`src/rtl/rf_wb_arb.sv`:
```
`default_nettype none
// ============================================================================
// Module  : rf_wb_arb
// Purpose : Register-file writeback arbiter between the pipeline (A) and a
//           one-entry held long-latency result (B), with optional B
//           starvation forcing (macro RF_WB_ARB_STARVE_EN).
// Revision: 1.0 - initial release
// ============================================================================
module rf_wb_arb #(
    parameter int STARVE_LIMIT = 4
) (
    input  logic        clk,
    input  logic        rst,
    input  logic        a_vld,
    input  logic [3:0]  a_addr,
    input  logic [15:0] a_data,
    output logic        a_rdy,
    input  logic        b_vld,
    input  logic [3:0]  b_addr,
    input  logic [15:0] b_data,
    output logic        b_rdy,
    input  logic        hlt,
    output logic        rf_we,
    output logic [3:0]  rf_dst_addr,
    output logic [15:0] rf_dst,
    output logic [15:0] pend_mask,
    output logic        idle
);

    generate
        if (STARVE_LIMIT < 1 || STARVE_LIMIT > 15) begin : g_bad_limit
            $error("rf_wb_arb: STARVE_LIMIT must be in 1..15");
        end
    endgenerate

    logic        r_held;
    logic [3:0]  r_held_addr;
    logic [15:0] r_held_data;
    logic        r_rf_we;
    logic [3:0]  r_rf_dst_addr;
    logic [15:0] r_rf_dst;

    logic w_force;
    logic w_grant_a;
    logic w_grant_b;
    logic w_b_accept;
    logic w_discard;

`ifdef RF_WB_ARB_STARVE_EN
    localparam logic [3:0] c_starve_limit = 4'(STARVE_LIMIT);
    logic [3:0] r_starve_cnt;

    assign w_force = r_held && (r_starve_cnt == c_starve_limit);
`else
    assign w_force = 1'b0;
`endif

    assign a_rdy      = ~hlt & ~w_force;
    assign b_rdy      = ~r_held & ~hlt;
    assign w_b_accept = b_vld & b_rdy;
    assign w_grant_a  = ~w_force & a_vld & ~hlt;
    assign w_grant_b  = w_force | (~w_grant_a & r_held);
    // A younger write to the same register makes the held B result stale.
    assign w_discard  = w_grant_a & r_held & (a_addr == r_held_addr) & (a_addr != 4'd0);

    always_ff @(posedge clk) begin
        if (rst) begin
            r_held        <= 1'b0;
            r_held_addr   <= 4'd0;
            r_held_data   <= 16'd0;
            r_rf_we       <= 1'b0;
            r_rf_dst_addr <= 4'd0;
            r_rf_dst      <= 16'd0;
        end else begin
            r_rf_we <= 1'b0;
            if (w_grant_a) begin
                r_rf_we       <= (a_addr != 4'd0);
                r_rf_dst_addr <= a_addr;
                r_rf_dst      <= a_data;
            end else if (w_grant_b) begin
                r_rf_we       <= (r_held_addr != 4'd0);
                r_rf_dst_addr <= r_held_addr;
                r_rf_dst      <= r_held_data;
            end

            // b_rdy is low while held, so accept and release never coincide.
            if (w_grant_b || w_discard) begin
                r_held <= 1'b0;
            end else if (w_b_accept) begin
                r_held      <= 1'b1;
                r_held_addr <= b_addr;
                r_held_data <= b_data;
            end
        end
    end

`ifdef RF_WB_ARB_STARVE_EN
    always_ff @(posedge clk) begin
        if (rst) begin
            r_starve_cnt <= 4'd0;
        end else if (!r_held || w_grant_b || w_discard) begin
            r_starve_cnt <= 4'd0;
        end else if (r_starve_cnt != c_starve_limit) begin
            r_starve_cnt <= r_starve_cnt + 4'd1;
        end
    end
`endif

    assign rf_we       = r_rf_we;
    assign rf_dst_addr = r_rf_dst_addr;
    assign rf_dst      = r_rf_dst;
    assign pend_mask   = r_held ? (16'h0001 << r_held_addr) : 16'h0000;
    assign idle        = ~r_held & ~r_rf_we;

endmodule
`default_nettype wire

```
`config.mk`:
```
export PLATFORM = sky130hd
export DESIGN_NAME = rf_wb_arb
export DESIGN_NICKNAME = d
export VERILOG_FILES = /design/src/rtl/rf_wb_arb.sv
export SDC_FILE = /design/constraint.sdc
export NUM_CORES = 1
export LEC_CHECK = 0
export BUFFER_PORTS_ARGS = -buffer_cell sky130_fd_sc_hd__buf_2
export CAP_MARGIN = 20
export CORE_ASPECT_RATIO = 0.7
export CORE_MARGIN = 1.5
export CORE_UTILIZATION = 39
export CTS_CLUSTER_SIZE = 12
export DETAILED_ROUTE_END_ITERATION = 6
export HOLD_SLACK_MARGIN = 0.08
export PLACE_DENSITY = 0.78
export SYNTH_ARGS = -nofsm -noshare
export SYNTH_HDL_FRONTEND = slang
export SYNTH_SLANG_ARGS = --single-unit
```
`constraint.sdc`:
```
create_clock -name clk -period 1.4 [get_ports clk]
set_input_delay 0.14 -clock clk [delete_from_list [all_inputs] [get_ports clk]]
set_output_delay 0.14 -clock clk [all_outputs]
set_load 0.02 [all_outputs]
```
==> results.md, run 1 <==
- Mapped Nets: roughly 280
- Inserted Diodes: 0
- Vias per inst: roughly 4.8
- Row Count: 21
- Failing checks: setup timing
- Tcrit/Tclk final: 104%
- Finished Cell Area: 0.00287 mm2
- WP data arrival: about 1.3 ns
- Top cell type's share of synthesized area: 41.7%
- Synthesis Warnings: 0
- Pleak: approximately 1.2 nW
- Relative slew slack: ~82%
- Setup violations, final: 3
- FF-to-FF End: r_held_data[1]$_SDFFE_PP0P_
- Final HPWL DP: around 3.5 mm
- Initial Util: between 40% and 50%
- Most common library cell in the layout ignoring fill and taps: buf_2
- RSZ-0062 raised after global routing: yes
- Root Driver: clkbuf_8
- First-pass GRT wire length: approximately 8.0 mm
- FF-to-FF Start: r_held$_SDFFE_PP0P_
- Unique cell type count in the Yosys netlist: 29
- Hold Crit Class: in2reg
- Power Density: 959 mW/mm2
- Drt pass-1 iters: 4
- CTS max path bufs: 2
- Hold path depth: 3
- Deepest level of the CTS H-tree: 2
- Synth Area in Adders: 0%
- Nets@finish: between 300 and 400
- Final min period: 1.46 ns
- Crit end category: primary output
- R2R cell count: 4
- Commonest cells after routing, fill and taps aside: buf_2, nand2_1, dfxtp_1
- Max Clock Skew: between 0.005 and 0.006 ns
- Reg clk slew, reported paths: approximately 0.080 ns
- I/O Pins: 85
- Initial antenna violation count: 0
- CTS tree: built
- Worst slew pin tran: between 0.2 and 0.3 ns
- Cells after Synth: between 200 and 250
- Post-synthesis mux area share: 9.93%
- Area leader, netlist: dfxtp_1
- Sequential element share of the synthesized area: 41.7%
- Chip height: 63.2 um
- Synth Area in XOR/XNOR: under 10%
- Largest net degree at the start of global routing: 26
- Number of max-cap violations: 0
- GRT overflow: 0
- Complex-gate fraction of the synthesized area: about 17%
- Mean Syn Cell Area: around 9 um2
- Total power: approximately 0.0027 W
- Post-Synth Simple-Gate Area: between 20% and 30%
- Worst EP required: about 1.3 ns
- Status: complete, but fails checks
- Max Slew Vio Count: 0
- FMAX: about 0.7 GHz
- DR DRC count: 0
- Clk sinks: between 40 and 50
- Vias: between 1500 and 2000
- Synthesized area: between 0.002 and 0.0025 mm2
- Hold violation total from the final report: 0
- Initial DRC count: 46
- Main combinational cell family by area after synthesis: simple AND/OR/NAND/NOR gates
- Core region area: approximately 0.0049 mm2
- Routability cong.: slightly above 0.7
- Die Area: approximately 0.0056 mm2
- Worst setup startpoint: r_held_addr[2]$_SDFFE_PP0P_
- WL per Instance: between 10 and 15 um
- Setup ws final: -0.0579 ns
- R2R Setup Slk: roughly 0.06 ns
- VDD IR-drop max: 0.492 mV
- Worst Setup EP: pend_mask[0]
- Area delta synth->final: 42.2%
- Antenna Violating Nets Remaining: 0
- Total GRT Usage: a little under a fifth
- Die width: 89.0 um
- CP max FO: 7
- WL final: approximately 5.2 mm
- Post-DP Area: approximately 0.0025 mm2
- Worst skew pair latency: approximately 0.29 ns
- Fraction of layout instances using a drive strength above 1: between 40 and 50%
- Vias in the first global route: between 1500 and 2000
- Area contributors post-synth: dfxtp_1, mux2i_1, a211oi_2
- #FFs+latches synth: between 40 and 50
- Critical setup path kind: reg2out
- CTS buffer count: 5
- CP Launch Type: register
- Port Buf Inserts: 84
==> sequential cells by signal (all words and copies together) (netlist names) <==
signal / flops
r_held: 1
r_held_addr: 4
rf_dst: 16
rf_dst_addr: 4
rf_we: 1
r_held_data: 16
==> cells in the mapped netlist, drive strengths merged <==
master / count
a311oi: 1
nor2b: 2
nor2: 29
xnor2: 4
or4: 1
nand3: 3
dfxtp: 42
o211ai: 1
nand2: 45
inv: 1
o31a: 1
mux2i: 20
and4: 1
or3: 1
and3: 1
clkbuf: 6
nor3b: 2
nand2b: 5
nor3: 7
or3b: 1
buf: 16
a211oi: 19
a21oi: 21
==> worst min-delay path by stage <==
stage / startpoint / endpoint / slack, ns
2_1_floorplan: b_data[0] / r_held_data[0]$_SDFFE_PP0P_ / 0.28
3_3_place_gp: b_data[9] / r_held_data[9]$_SDFFE_PP0P_ / 0.39
3_5_place_dp: b_data[0] / r_held_data[0]$_SDFFE_PP0P_ / 0.39
4_1_cts: b_data[7] / r_held_data[7]$_SDFFE_PP0P_ / 0.08
5_1_grt: b_data[6] / r_held_data[6]$_SDFFE_PP0P_ / 0.09
6_report: b_addr[3] / r_held_addr[3]$_SDFFE_PP0P_ / 0.09
==> repair_timing <==
item / CTS / global route
cloned: 0 / 0
buffers inserted: 2 / 5
pin swaps: 1 / 5
endpoints found under the hold margin: 9 / 0
resized for setup: 13 / 34
hold buffers: 9 / 0
setup endpoints to repair: 16 / 16
==> per-stage QoR <==
step / worst slack, ns / utilization (%) / hold slack (ns) / cells / setup TNS, ns
final: -0.0579 / 58.7 / 0.0918 / 393 / -0.109
after detailed placement: 0.153 / 50.5 / 0.388 / 369 / 0
after floorplan: -0.0246 / - / 0.276 / 230 / -0.0738
after global placement: 0.166 / 50.5 / 0.387 / 369 / 0
after CTS: -0.0507 / 55.5 / 0.0804 / 388 / -0.199
after global routing: -0.123 / 58.7 / 0.0859 / 393 / -0.641
==> cell type report <==
class	instances	area, um2
inverters	1	3.75
clock buffers	5	68.8
flip-flops and latches	42	860
fillers	470	2020
clock inverters	3	40.0
repair buffers	108	706
multi-input cells	165	1100
well taps	69	86.3
==> critical path, stage by stage (launching register included) <==
cell,delay (ns)
dfxtp_4,0.38
or3_4,0.44
nor2_4,0.10
buf_6,0.12
==> layer usage <==
layer	global-route usage, %	up-vias	share of wire (%)
met3	5.37	2	4.4
met2	28.7	55	48
met1	24.8	878	48
met5	0	-	0
li1	-	964	-
met4	3.46	0	0.19
==> power breakdown <==
group          switching (W)  internal (W)
logic               0.000277      0.000235
registers          0.0000483       0.00126
clock network       0.000405      0.000525
total               0.000730       0.00202
==> cell families after synthesis <==
group,after synthesis
flops,42
buf+inv,23
simple gates,98
xor+xnor,4
mux,20
compound gates,43
No activity file was read; power rests on OpenSTA's default activity.
==> run 2: changes to the inputs <==
Settings changed: ABC_AREA set to 1, PLACE_DENSITY 0.78 to 0.79.
==> run 2 against run 1 <==
The run now ends clean. First-iteration DRC count down 4.3%. Cell count up 13%. Utilization down 4.6 points. Clock skew about the same. Die area down 2.3%. Final area down 9.4%. Synthesized area down 2.4%. Register-to-register slack better by 0.11 ns. Sequential cell count unchanged. Via count up 7.6%. Sequential power about the same. Fmax up 12%. Largest cell class unchanged.
==> results.md, run 2 <==
- Multi-input logic area: 925 um2 (-16%)
- Initial Util: 40.9% (-0.34 points)
- Mean Syn Cell Area: 6.83 um2 (-22%)
- Vias: 2043 (+7.6%)
- Unique cell type count in the Yosys netlist: 23 (-21%)
- Hold Crit Class: in2reg
- CTS buffer count: 5 (unchanged)
- Top cell type's share of synthesized area: 42.7% (+1.0 points)
- Async SR Flop Fraction: 0% (unchanged)
- Commonest cells after routing, fill and taps aside: buf_2, nand2_1, nor2_1
- Initial DRC count: 44 (-4.3%)
- Worst skew pair latency: 0.29 ns (about the same)
- Most frequent cell after synthesis: nand2_1
- R2R Setup Slk: 0.17 ns (+0.11 ns)
- WL per Instance: 10.8 um (-18%)
- Reg area: 848 um2 (-1.3%)
- I/O Pins: 85 (unchanged)
- Worst slack, placed: 0.122 ns (-0.0312 ns)
- Crit end category: primary output
- Slowest stage cell, crit path: dfxtp_4
- Total GRT Usage: 18.4% (+0.24 points)
- Placed insts: 434 (+18%)
- Buffer and inverter count on the worst path: 1 (unchanged)
- Clk sinks: 42 (unchanged)
- Vias in the first global route: 1876 (+9.3%)
- Status: complete, no violations
- Sequential element share of the synthesized area: 42.7% (+1.0 points)
- Finished Cell Area: 0.00260 mm2 (-9.4%)
- Pleak: 1.39 nW (+16%)
- Nets@finish: 421 (+14%)
- Max Slew Vio Count: 0 (unchanged)
- Hold WS: 0.0944 ns (+0.00261 ns)
- Largest net degree at the start of global routing: 24 (-7.7%)
- Reg clk slew, reported paths: 0.08 ns (about the same)
- Hold violation total from the final report: 0 (unchanged)
- Most common library cell in the layout ignoring fill and taps: buf_2
- Number of max-cap violations: 0 (unchanged)
- Worst slew pin tran: 0.358 ns (+0.0902 ns)
- VDD IR-drop max: 0.371 mV (-25%)
- Most used DFF post-synth: dfxtp_1
- Post-DP Area: 0.00244 mm2 (-1.2%)
- WL final: 4.80 mm (-6.9%)
- Chip height: 62.4 um (-1.2%)
- Setup violations, final: 0 (-3)
- Synthesized area: 0.00197 mm2 (-2.4%)
- Setup ws final: 0.103 ns (+0.160 ns)
- Top post-synthesis cells by count: nand2_1, nor2_1, dfxtp_1
- CTS max path bufs: 2 (unchanged)
- FMAX: 0.771 GHz (+12%)
- Row Count: 21 (unchanged)
- Core region area: 0.00481 mm2 (-1.6%)
- Layout filler cell count: 495 (+5.3%)
- Power Density: 1070 mW/mm2 (+11%)
- Max Clock Skew: 0.00525 ns (-0.000406 ns)
- CP Cell Sequence: nand2_2 > nor2_1 > buf_2
- Relative slew slack: 76.1% (-6.0 points)
- Setup TNS: 0 ns (+0.109 ns)
- CP max FO: 9 (+2)
- Critical setup path kind: reg2out
- Root Driver: clkbuf_8
- Inserted Diodes: 0 (unchanged)
- Non-Filler Instances: 446 (+13%)
- Antenna Violating Nets Remaining: 0 (unchanged)
- Final min period: 1.30 ns (-0.160 ns)
- Initial antenna violation count: 0 (unchanged)
- Area delta synth->final: 32.0%
- Cells after Synth: 288 (+25%)
- Drt pass-1 iters: 4 (unchanged)
- Final HPWL DP: 3.47 mm (about the same)
- CP Launch Type: register
- Mapped Nets: 333 (+21%)
- Port Buf Inserts: 84 (unchanged)
- First-pass GRT wire length: 7.98 mm (-0.26%)
- Die width: 87.9 um (-1.2%)
- Area contributors post-synth: dfxtp_1, nand2_1, nor2_1
- WP data arrival: 1.16 ns (-0.16 ns)
- Worst EP required: 1.26 ns (about the same)
- RSZ-0062 raised after global routing: no
- Routability cong.: 0.767 (+6.3%)
- CTS tree: built
- DR DRC count: 0 (unchanged)
- Die Area: 0.00549 mm2 (-2.3%)
- Vias per inst: 4.58 (-5.2%)
- Max incr delay on CP: 0.43 ns (about the same)
- Fraction of layout instances using a drive strength above 1: 34.2% (-10 points)
- Tcrit/Tclk final: 92.7% (-11 points)
- #FFs+latches synth: 42 (unchanged)
- Synthesis Warnings: 0 (unchanged)
- GRT overflow: 0 (unchanged)
- Area leader, netlist: dfxtp_1
- EDFF count, synth: 0 (unchanged)
- Deepest level of the CTS H-tree: 2 (unchanged)
- Delay-heaviest family, CP: flip-flops
[run 2: cell types whose count changed after synthesis, moves of 7 or more]
cell / delta
o21ai_0: +24
nor2_1: +22
inv_1: +28
a21oi_1: -13
mux2i_1: -20
nand2_2: +11
nor3_1: -7
nand3_1: +17
nand2_1: +30
a211oi_2: -14
[run 2: cells by family after synthesis]
family | synth area share [%]
and+or+nand+nor | 35.3
DFF | 42.7
AOI/OAI and AO/OA | 11.0
buffers and inverters | 10.9
[run 2: repair_timing]
item,CTS,global route
setup endpoints to repair,16,16
hold buffers,1,0
resized for setup,4,9
setup buffers,0,3
endpoints found under the hold margin,1,0
[run 2: layout make-up]
type	instances	area share, %
Clock buffer	6	2.79
Clock inverter	2	1.44
Inverter	33	4.86
Multi-Input combinational cell	201	35.6
Sequential cell	42	32.6
Tap cell	69	3.32
Timing Repair Buffer	93	19.4
[run 2: per-layer routing]
| layer | GRT usage [%] | up-vias | wire (um) |
|---|---|---|---|
| met4 | 5.56 | 0 | 27 |
| met5 | 0 | - | 0 |
| li1 | - | 1067 | - |
| met1 | 23.5 | 907 | 2310 |
| met3 | 5.42 | 2 | 259 |
| met2 | 29.9 | 67 | 2200 |
[run 2: where the power goes]
group	switching, W	internal [W]	total, W
logic	0.000306	0.000197	0.000503
registers	0.0000550	0.00127	0.00133
clock network	0.000409	0.000532	0.000941
[run 2: final timing paths]
path                                                   start                      endpoint  depth (start not counted)
worst max-delay path                     r_held$_SDFFE_PP0P_                 pend_mask[10]                          3
worst min-delay path                               b_data[7]   r_held_data[7]$_SDFFE_PP0P_                          3
worst max register to register           r_held$_SDFFE_PP0P_   rf_dst_addr[1]$_SDFFE_PP0P_                          6
worst min register to register  r_held_data[13]$_SDFFE_PP0P_  r_held_data[13]$_SDFFE_PP0P_                          2
[run 2: metrics by stage]
| stage | util (%) | total power [W] |
|---|---|---|
| after floorplan | - | 0.00168 |
| after global placement | 50.7 | 0.00183 |
| after detailed placement | 50.7 | 0.00184 |
| after CTS | 53.3 | 0.00278 |
| after global routing | 54.0 | 0.00292 |
| final | 54.0 | 0.00277 |
[run 2: tightest hold or removal path, delay by kind of cell]
kind	cells	cell delay (ns)
buf+inv	1	0.07
compound gates	1	0.07
simple gates	1	0.07
==> run 3: changes to the inputs <==
Settings changed: CAP_MARGIN 20 to not set, CTS_BUF_LIST set to sky130_fd_sc_hd__clkbuf_8.
Clock period 1.4 ns to 1.3 ns, I/O delays scaled along.
==> run 3 against run 2 <==
Non-clock buffer count up 5. Global-route usage is 0.64 points higher. Total power is 3.7% higher. Clock skew increased by 0.0035 ns. Setup slack lost 0.094 ns. Worst hold slack worse by 0.0069 ns. Wire length rose by 4.1%. Sequential power is 8% higher. Utilization increased by 2.4 points. Critical path type unchanged.
==> results.md, run 3 (synthesis results as in run 2) <==
- Status: complete, no violations
- Largest net degree at the start of global routing: 24 (unchanged)
- Routability cong.: 0.779 (+1.5%)
- Total GRT Usage: 19.1% (+0.64 points)
- DR DRC count: 0 (unchanged)
- Max incr delay on CP: 0.38 ns (-0.05 ns)
- Worst slew pin tran: 0.252 ns (-0.106 ns)
- RSZ-0062 raised after global routing: yes
- First-pass GRT wire length: 8.34 mm (+4.5%)
- CTS buffer count: 5 (unchanged)
- Port Buf Inserts: 84 (unchanged)
- Final HPWL DP: 3.60 mm (+3.8%)
- Layout filler cell count: 454 (-8.3%)
- Hold violation total from the final report: 0 (unchanged)
- Core region area: 0.00481 mm2 (unchanged)
- Buffer and inverter count on the worst path: 1 (unchanged)
- Delay-heaviest family, CP: flip-flops
- Slowest stage cell, crit path: dfxtp_4
- WP data arrival: 1.16 ns (about the same)
- Deepest level of the CTS H-tree: 2 (unchanged)
- CTS tree: built
- Worst EP required: 1.17 ns (-0.09 ns)
- Hold Crit Class: in2reg
- Nets@finish: 426 (+1.2%)
- Max Slew Vio Count: 0 (unchanged)
- I/O Pins: 85 (unchanged)
- Initial antenna violation count: 0 (unchanged)
- Fraction of layout instances using a drive strength above 1: 35.6% (+1.4 points)
- Antenna Violating Nets Remaining: 0 (unchanged)
- Final min period: 1.29 ns
- CTS max path bufs: 2 (unchanged)
- CP max FO: 6 (-3)
- Critical setup path kind: reg2out
- Chip height: 62.4 um (unchanged)
- WL per Instance: 11.1 um (+3.0%)
- Register share of total power: 49.9% (+2.0 points)
- Setup violations, final: 0 (unchanged)
- Inserted Diodes: 0 (unchanged)
- Die Area: 0.00549 mm2 (unchanged)
- Vias: 2063 (+0.98%)
- Pleak: 1.42 nW (+2.4%)
- Tcrit/Tclk final: 99.4%
- Worst skew pair latency: 0.30 ns (about the same)
- Reg clk slew, reported paths: 0.09 ns (about the same)
- CP Cell Sequence: nor2_4 > nand2_2 > nor2_2 > buf_4
- Commonest cells after routing, fill and taps aside: nand2_1, buf_2, nor2_1
- Initial Util: 40.9% (unchanged)
- CP Launch Type: register
- Root Driver: clkbuf_8
- Most common library cell in the layout ignoring fill and taps: nand2_1
- Initial DRC count: 94 (+110%)
- Row Count: 21 (unchanged)
- Clock group share of total power: 29.9% (-4.0 points)
- Max Clock Skew: 0.00878 ns (+0.00353 ns)
- Power Density: 1060 mW/mm2 (-0.65%)
- Drt pass-1 iters: 4 (unchanged)
- Sw frac: 30.6% (+2.8 points)
- Area delta synth->final: 37.8%
- WL final: 5.00 mm (+4.1%)
- Crit end category: primary output
- Die width: 87.9 um (unchanged)
- VDD IR-drop max: 0.404 mV (+8.7%)
- Relative slew slack: 83.2% (+7.0 points)
- Clk sinks: 42 (unchanged)
- GRT overflow: 0 (unchanged)
- Finished Cell Area: 0.00271 mm2 (+4.4%)
- FMAX: between 0.7 and 0.8 GHz
- Comb pwr share: 20.3% (+2.2 points)
- Post-DP Area: 0.00246 mm2 (+1.1%)
- Hold WS: 0.0875 ns (-0.00694 ns)
- Sw power: 0.000879 W (+14%)
- Vias in the first global route: 1906 (+1.6%)
- Vias per inst: 4.57 (-0.14%)
- Number of max-cap violations: 0 (unchanged)
- Int Power: 0.00200 W (-0.36%)
run 3: changes by cell type in the layout (fill, tap and decap cells not counted), moves of 2 or more:
| cell | before | now |
|---|---|---|
| buf_4 | 7 | 23 |
| buf_2 | 84 | 69 |
| inv_2 | 7 | 3 |
| inv_4 | 1 | 5 |
| dfxtp_4 | 1 | 4 |
| dlygate4sd3_1 | 1 | 4 |
| dfxtp_2 | 3 | 1 |
| nor2_1 | 50 | 48 |
run 3: per-stage QoR:
| step | instances | setup slack [ns] | power [W] | util, % | TNS, ns |
|---|---|---|---|---|---|
| after global placement | 436 | 0.0942 | 0.00199 | 51.2 | 0 |
| after CTS | 451 | 0.00204 | 0.00289 | 54.9 | 0 |
| after global routing | 451 | -0.0333 | 0.00305 | 56.4 | -0.135 |
| after detailed placement | 436 | 0.0314 | 0.00200 | 51.2 | 0 |
| after floorplan | 288 | 0.0916 | 0.00181 | - | 0 |
| final | 451 | 0.00830 | 0.00288 | 56.4 | 0 |
run 3: power groups by stage:
stage                     combinational (W)  sequential, W  clock, W
final                              0.000582        0.00143  0.000859
after global routing               0.000650        0.00145  0.000954
after CTS                          0.000572        0.00143  0.000890
after detailed placement           0.000545        0.00146         0
after global placement             0.000535        0.00145         0
after floorplan                    0.000319        0.00149         0
run 3: worst reg2reg max path: stages, from the launching register on:
cell and delay (ns):
dfxtp_4 0.39, nor2_4 0.12, nand2_2 0.11, buf_12 0.17, o21ai_0 0.20, a21oi_1 0.07
run 3: final timing paths:
check | start | end | slack [ns] | depth (start not counted)
min reg2reg | r_held_data[15]$_SDFFE_PP0P_ | r_held_data[15]$_SDFFE_PP0P_ | 0.46 | 2
max reg2reg | r_held$_SDFFE_PP0P_ | r_held_data[10]$_SDFFE_PP0P_ | 0.14 | 5
max | r_held_addr[0]$_SDFFE_PP0P_ | pend_mask[0] | 0.008 | 4
min | b_data[1] | r_held_data[1]$_SDFFE_PP0P_ | 0.09 | 3
run 3: metal layers:
layer,vias to the layer above,share of wire (%),wire [um],global-route usage (%)
met5,-,0,0,0
met4,0,1.9,95,7.34
met3,9,4.8,241,3.83
met2,63,47,2350,30.9
met1,909,46,2310,24.7
li1,1082,-,-,-
run 3: final cells by class:
cell class / instances / area, um2 / area share, %
clock buffer: 5 / 68.8 / 2.54
clock inverter: 3 / 23.8 / 0.876
tap: 69 / 86.3 / 3.18
multi-input combinational: 201 / 942 / 34.7
timing repair buffer: 98 / 598 / 22.0
inverter: 33 / 136 / 5.03
sequential: 42 / 857 / 31.6
run 3: what timing repair did:
| action | CTS | global route |
|---|---|---|
| gates resized for setup | 13 | 29 |
| gates cloned | 0 | 0 |
| pin swaps | 0 | 2 |
| buffers inserted | 3 | 0 |
| setup endpoints to repair | 17 | 17 |
| endpoints found under the hold margin | 4 | 0 |
| hold buffers | 4 | 0 |
